--- config.mk ---
export PLATFORM = sky130hd
export DESIGN_NAME = siso_shift_controller
export DESIGN_NICKNAME = d
export VERILOG_FILES = /design/src/rtl/siso_shift_controller.sv
export SDC_FILE = /design/constraint.sdc
export NUM_CORES = 1
export LEC_CHECK = 0
export ABC_AREA = 1
export CAP_MARGIN = 15
export CORE_MARGIN = 2
export CORE_UTILIZATION = 44
export CTS_BUF_LIST = sky130_fd_sc_hd__clkbuf_8 sky130_fd_sc_hd__clkbuf_16
export CTS_CLUSTER_SIZE = 14
export DETAILED_ROUTE_END_ITERATION = 7
export PLACE_DENSITY = 0.76
export SLEW_MARGIN = 20
export SYNTH_ARGS = -nofsm -noshare
export SYNTH_HDL_FRONTEND = slang
export SYNTH_SLANG_ARGS = --single-unit
--- constraint.sdc ---
create_clock -name Clk_In -period 1.7 [get_ports Clk_In]
set_input_delay 0.51 -clock Clk_In [delete_from_list [all_inputs] [get_ports Clk_In]]
set_output_delay 0.51 -clock Clk_In [all_outputs]
set_load 0.1 [all_outputs]
--- src/rtl/siso_shift_controller.sv ---
// Sequencer and two-requester round-robin arbiter for an external
// DATA_WIDTH-bit SISO shift register. Granted words are serialised MSB-first
// into the register while the previously resident frame is captured from the
// register's serial output. A flush shifts in zeros to retrieve the last frame.
module siso_shift_controller #(
  parameter int DATA_WIDTH = 16,
  parameter int GAP_CYCLES = 1
) (
  input  logic                  Clk_In,
  input  logic                  Reset_In,
  input  logic                  Req0_Valid_In,
  input  logic [DATA_WIDTH-1:0] Req0_Data_In,
  output logic                  Req0_Ready_Out,
  input  logic                  Req1_Valid_In,
  input  logic [DATA_WIDTH-1:0] Req1_Data_In,
  output logic                  Req1_Ready_Out,
  input  logic                  Flush_In,
  output logic                  Shift_Enable_Out,
  output logic                  Serial_Data_Out,
  input  logic                  Serial_Return_In,
  output logic                  Busy_Out,
  output logic                  Done_Out,
  output logic                  Rx_Valid_Out,
  output logic [DATA_WIDTH-1:0] Rx_Data_Out,
  output logic                  Rx_Src_Out
);

  localparam int CNT_W = (DATA_WIDTH > 1) ? $clog2(DATA_WIDTH) : 1;
  localparam logic [CNT_W-1:0] LAST_BIT = CNT_W'(DATA_WIDTH - 1);
  localparam logic [7:0] LAST_GAP = (GAP_CYCLES > 0) ? 8'(GAP_CYCLES - 1) : 8'd0;

  typedef enum logic [1:0] {
    ST_IDLE  = 2'd0,
    ST_SHIFT = 2'd1,
    ST_GAP   = 2'd2
  } state_t;

  state_t                state;
  logic [CNT_W-1:0]      bit_cnt;
  logic [7:0]            gap_cnt;
  logic [DATA_WIDTH-1:0] tx_sr;
  logic [DATA_WIDTH-1:0] rx_sr;
  logic                  favour_req1;
  logic                  cur_is_flush;
  logic                  cur_src;
  logic                  resident;
  logic                  resident_src;
  logic                  shift_en;
  logic                  ser_bit;
  logic                  busy;
  logic                  done;
  logic                  rx_valid;
  logic [DATA_WIDTH-1:0] rx_data;
  logic                  rx_src;

  logic                  is_idle;
  logic                  flush_go;
  logic                  grant0;
  logic                  grant1;
  logic                  accept;
  logic [DATA_WIDTH-1:0] accept_data;
  logic [DATA_WIDTH-1:0] rx_next;

  // Arbitration: a pending flush (even an ignored one) masks both requesters;
  // otherwise the favoured requester wins if valid, else the other one.
  always_comb begin
    is_idle     = (state == ST_IDLE);
    flush_go    = is_idle && Flush_In && resident;
    grant0      = is_idle && !Flush_In && Req0_Valid_In && (!favour_req1 || !Req1_Valid_In);
    grant1      = is_idle && !Flush_In && Req1_Valid_In && (favour_req1 || !Req0_Valid_In);
    accept      = flush_go || grant0 || grant1;
    accept_data = '0;
    if (grant1) begin
      accept_data = Req1_Data_In;
    end else if (grant0) begin
      accept_data = Req0_Data_In;
    end
    rx_next     = {rx_sr[DATA_WIDTH-2:0], Serial_Return_In};
  end

  // Sequencer: IDLE accepts a word or flush, SHIFT drives DATA_WIDTH strobes
  // while capturing the returning frame, GAP pads idle cycles afterwards.
  always_ff @(posedge Clk_In) begin
    if (Reset_In) begin
      state        <= ST_IDLE;
      bit_cnt      <= '0;
      gap_cnt      <= '0;
      tx_sr        <= '0;
      rx_sr        <= '0;
      favour_req1  <= 1'b0;
      cur_is_flush <= 1'b0;
      cur_src      <= 1'b0;
      resident     <= 1'b0;
      resident_src <= 1'b0;
      shift_en     <= 1'b0;
      ser_bit      <= 1'b0;
      busy         <= 1'b0;
      done         <= 1'b0;
      rx_valid     <= 1'b0;
      rx_data      <= '0;
      rx_src       <= 1'b0;
    end else begin
      done     <= 1'b0;
      rx_valid <= 1'b0;
      case (state)
        ST_IDLE: begin
          if (accept) begin
            // First bit is presented straight away; tx_sr keeps the remainder.
            tx_sr        <= {accept_data[DATA_WIDTH-2:0], 1'b0};
            ser_bit      <= accept_data[DATA_WIDTH-1];
            shift_en     <= 1'b1;
            busy         <= 1'b1;
            bit_cnt      <= '0;
            cur_is_flush <= flush_go;
            cur_src      <= grant1;
            if (!flush_go) begin
              favour_req1 <= grant0;
            end
            state        <= ST_SHIFT;
          end
        end
        ST_SHIFT: begin
          rx_sr <= rx_next;
          if (bit_cnt == LAST_BIT) begin
            shift_en <= 1'b0;
            ser_bit  <= 1'b0;
            done     <= 1'b1;
            // The resident flag is only updated here, so it still describes
            // the frame that was in the register when this operation began.
            if (resident) begin
              rx_valid <= 1'b1;
              rx_data  <= rx_next;
              rx_src   <= resident_src;
            end
            resident <= !cur_is_flush;
            if (!cur_is_flush) begin
              resident_src <= cur_src;
            end
            if (GAP_CYCLES == 0) begin
              state <= ST_IDLE;
              busy  <= 1'b0;
            end else begin
              state   <= ST_GAP;
              gap_cnt <= '0;
            end
          end else begin
            ser_bit <= tx_sr[DATA_WIDTH-1];
            tx_sr   <= {tx_sr[DATA_WIDTH-2:0], 1'b0};
            bit_cnt <= bit_cnt + 1'b1;
          end
        end
        ST_GAP: begin
          if (gap_cnt == LAST_GAP) begin
            state   <= ST_IDLE;
            busy    <= 1'b0;
            gap_cnt <= '0;
          end else begin
            gap_cnt <= gap_cnt + 1'b1;
          end
        end
        default: begin
          state <= ST_IDLE;
          busy  <= 1'b0;
        end
      endcase
    end
  end

  assign Req0_Ready_Out   = grant0;
  assign Req1_Ready_Out   = grant1;
  assign Shift_Enable_Out = shift_en;
  assign Serial_Data_Out  = ser_bit;
  assign Busy_Out         = busy;
  assign Done_Out         = done;
  assign Rx_Valid_Out     = rx_valid;
  assign Rx_Data_Out      = rx_data;
  assign Rx_Src_Out       = rx_src;

endmodule

==> flow_summary.toml <==
[power_and_ir_drop]
p_leak_nw = 1.91
peakVddDrop_mv = 0.404
power_density_mw_per_mm2 = 843

[global_routing]
grt_usage_pct = 19.6
overflow = 0
grt_pass1_vias = 3078
grt_max_degree = 34
grt_pass1_wl_um = 13100
antenna_found_initial = 0

[synth]
synth_fp_nets = 484
syn_inst = 443
synth-seq-cells = 71
synth-edff-count = 0
syn_area_mm2 = 0.00324
synthArstFlopShare_pct = 0
synth.distinct_cells = 29
ys_seq_area_share_pct = 43.9
synth_ff_type = "dfxtp_1"
avgSynthCellArea_um2 = 7.30
yosysWarningCount = 0

[critical_path]
reg2reg_from = "state[1]"
critPathMaxFanout = 3
reg2reg_depth = 10
cpLargestDelayFamily = "flip-flops"
path_cells = "inv_4, nand2_4, nor2_4, nand2_4, clkinvlp_4, buf_12"
start_kind = "register"
critical_path_class = "register to output pin"
critical_path_arrival_ns = 1.30
cpMaxStageDelayCell = "dfxtp_4"
path_depth = 6
crit_required_ns = 1.19
critPathLaunch = "state[1]"
crit_top_cell = "nand2_4"
crit_path_end_kind = "output pin"
slowest_delay_ns = 0.38
cp.buffers_inverters = 3

[finish]
drive_above_1_share_pct = 19.7
n_antenna_cell = 0
layout.nets = 565
finish.instance_area_mm2 = 0.00462
final_util_pct = 64.4
layout-area-overhead-vs-synth_pct = 42.7

[route]
wirelength_um = 7870
initialDrtViolationCount = 121
ant_nets = 0
vias = 3217
drcViolationCount = 0
drtPass1Iterations = 5
routedWlPerCell_um = 12.5
via_per_inst = 5.12

[timing]
worst_slack_ns = -0.109
fmax_mhz = 553
fin_crit_sh_pct = 106
drv_slew = 0
worst_pin_slew_ns = 0.252
rsz0062_at_grt = "yes"
finalSetupViolations = 2
clock_skew_ns = 0.0119
slew_headroom_pct = 83.1
finalHoldViolCount = 0
min_period_ns = 1.81

[cts]
cts.path.max_buffers = 2
tritoncts = "done"
cts_buffers = 9
htree_levels = 3
cts_root_buf = "clkbuf_8"
hold_buffers = 0
path_clk_slew_ns = 0.09
clock_latency_ns = 0.35
clock_sinks = 71

[run]
maxCapViolCount = 0

[floorplan]
dieWidth_um = 89.8
initial_core_util_pct = 45.1
chipHeight_um = 89.8
core-area_mm2 = 0.00718
fp-row-count = 31
io_pins = 62
die-area_mm2 = 0.00806

[min_path]
hold_path_depth = 2
min_from = "resident_src"
hp-class = "register to register"

[place]
postPlaceCellArea_mm2 = 0.00430
place_congestion = 0.822
io_buffers = 61
hpwl_um = 5470

[status]
status = "complete, but fails checks"
violations = "negative setup slack"
cell families after synthesis:
kind of cell	Yosys count	share of synthesized area, %
simple gates	253	37.1
flops	71	43.9
compound gates	67	10.6
buf+inv	49	7.23
fa+ha+maj	3	1.16
final cells by class:
cell class | count | area [um2]
multi-input cells | 324 | 1620
clock inverters | 7 | 77.6
well taps | 99 | 124
flip-flops and latches | 71 | 1430
fillers | 590 | 2560
clock buffers | 9 | 124
repair buffers | 92 | 1120
inverters | 26 | 116
flip-flops by register name, indices dropped and copies added, names as in the netlist:
name              flops
resident              1
state                 2
Serial_Data_Out       1
gap_cnt               8
rx_sr                15
Rx_Data_Out          16
bit_cnt               4
favour_req1           1
Rx_Src_Out            1
tx_sr                15
resident_src          1
Busy_Out              1
cur_src               1
Shift_Enable_Out      1
Done_Out              1
cur_is_flush          1
Rx_Valid_Out          1
cell usage in the layout, fill, tap and decap left out, types with 2 or more instances in the layout:
master,n
inv_1,19
nand3_1,41
clkbuf_8,9
nor2_2,3
nand3_4,2
ha_1,3
nor2_8,4
clkdlybuf4s50_1,34
dfxtp_1,69
clkinvlp_4,2
o21ai_0,25
nor3_1,2
nand2_4,5
buf_12,27
nor2_1,79
nand2_1,85
nor2_4,2
inv_4,4
nand4_1,22
a21oi_1,31
dfxtp_4,2
or2_2,2
buf_4,27
inv_6,4
nand3b_1,2
o21ai_1,9
nand2_2,4
metrics by stage:
| step | instances | hold slack [ns] | setup slack [ns] | power, mW | setup TNS (ns) |
|---|---|---|---|---|---|
| after global routing | 628 | 0.500 | -0.155 | 4.05 | -0.287 |
| after floorplan | 443 | 0.439 | -0.0122 | 2.25 | -0.0122 |
| final | 628 | 0.484 | -0.109 | 3.89 | -0.203 |
| after global placement | 601 | 0.455 | -0.374 | 2.48 | -9.16 |
| after CTS | 625 | 0.479 | -0.118 | 3.89 | -0.224 |
| after detailed placement | 601 | 0.467 | -0.449 | 2.50 | -10.78 |
power breakdown:
group	internal, mW	switching, mW
Combinational	0.303	0.406
Clock	0.693	0.688
Sequential	1.74	0.0618
layer usage:
layer / routed length, um / global-route usage (%) / up-vias
li1: - / - / 1626
met1: 3420 / 22.3 / 1486
met2: 3880 / 35.0 / 92
met3: 445 / 4.36 / 13
met4: 125 / 8.85 / 0
met5: 0 / 0 / -
cell usage after synthesis, types with 5 or more instances:
library cell / count / share of area, %
buf_2: 5 / 0.77
clkbuf_1: 11 / 1.3
dfxtp_1: 71 / 44
nor2_1: 79 / 9.2
inv_1: 22 / 2.6
nand3_1: 41 / 6.3
o21ai_1: 9 / 1.4
nand2_1: 89 / 10
nand4_1: 22 / 4.3
o21ai_0: 25 / 3.9
a21oi_1: 31 / 4.8
tightest hold or removal path: stages, from the launching register on:
cell and delay (ns):
dfxtp_1 0.32, nand2_1 0.07, a21oi_1 0.05
worst paths after layout:
check              endpoint  slack (ns)
min            resident_src        0.48
max reg2reg        tx_sr[5]        0.13
min reg2reg    resident_src        0.48
max          Req1_Ready_Out       -0.11
what timing repair did:
item                       CTS  global route
pin swaps                    5             3
buffers inserted             8             2
setup endpoints to repair   23            29
resized for setup           13             5
cloned                       0             1
No activity file was read; power rests on OpenSTA's default activity.
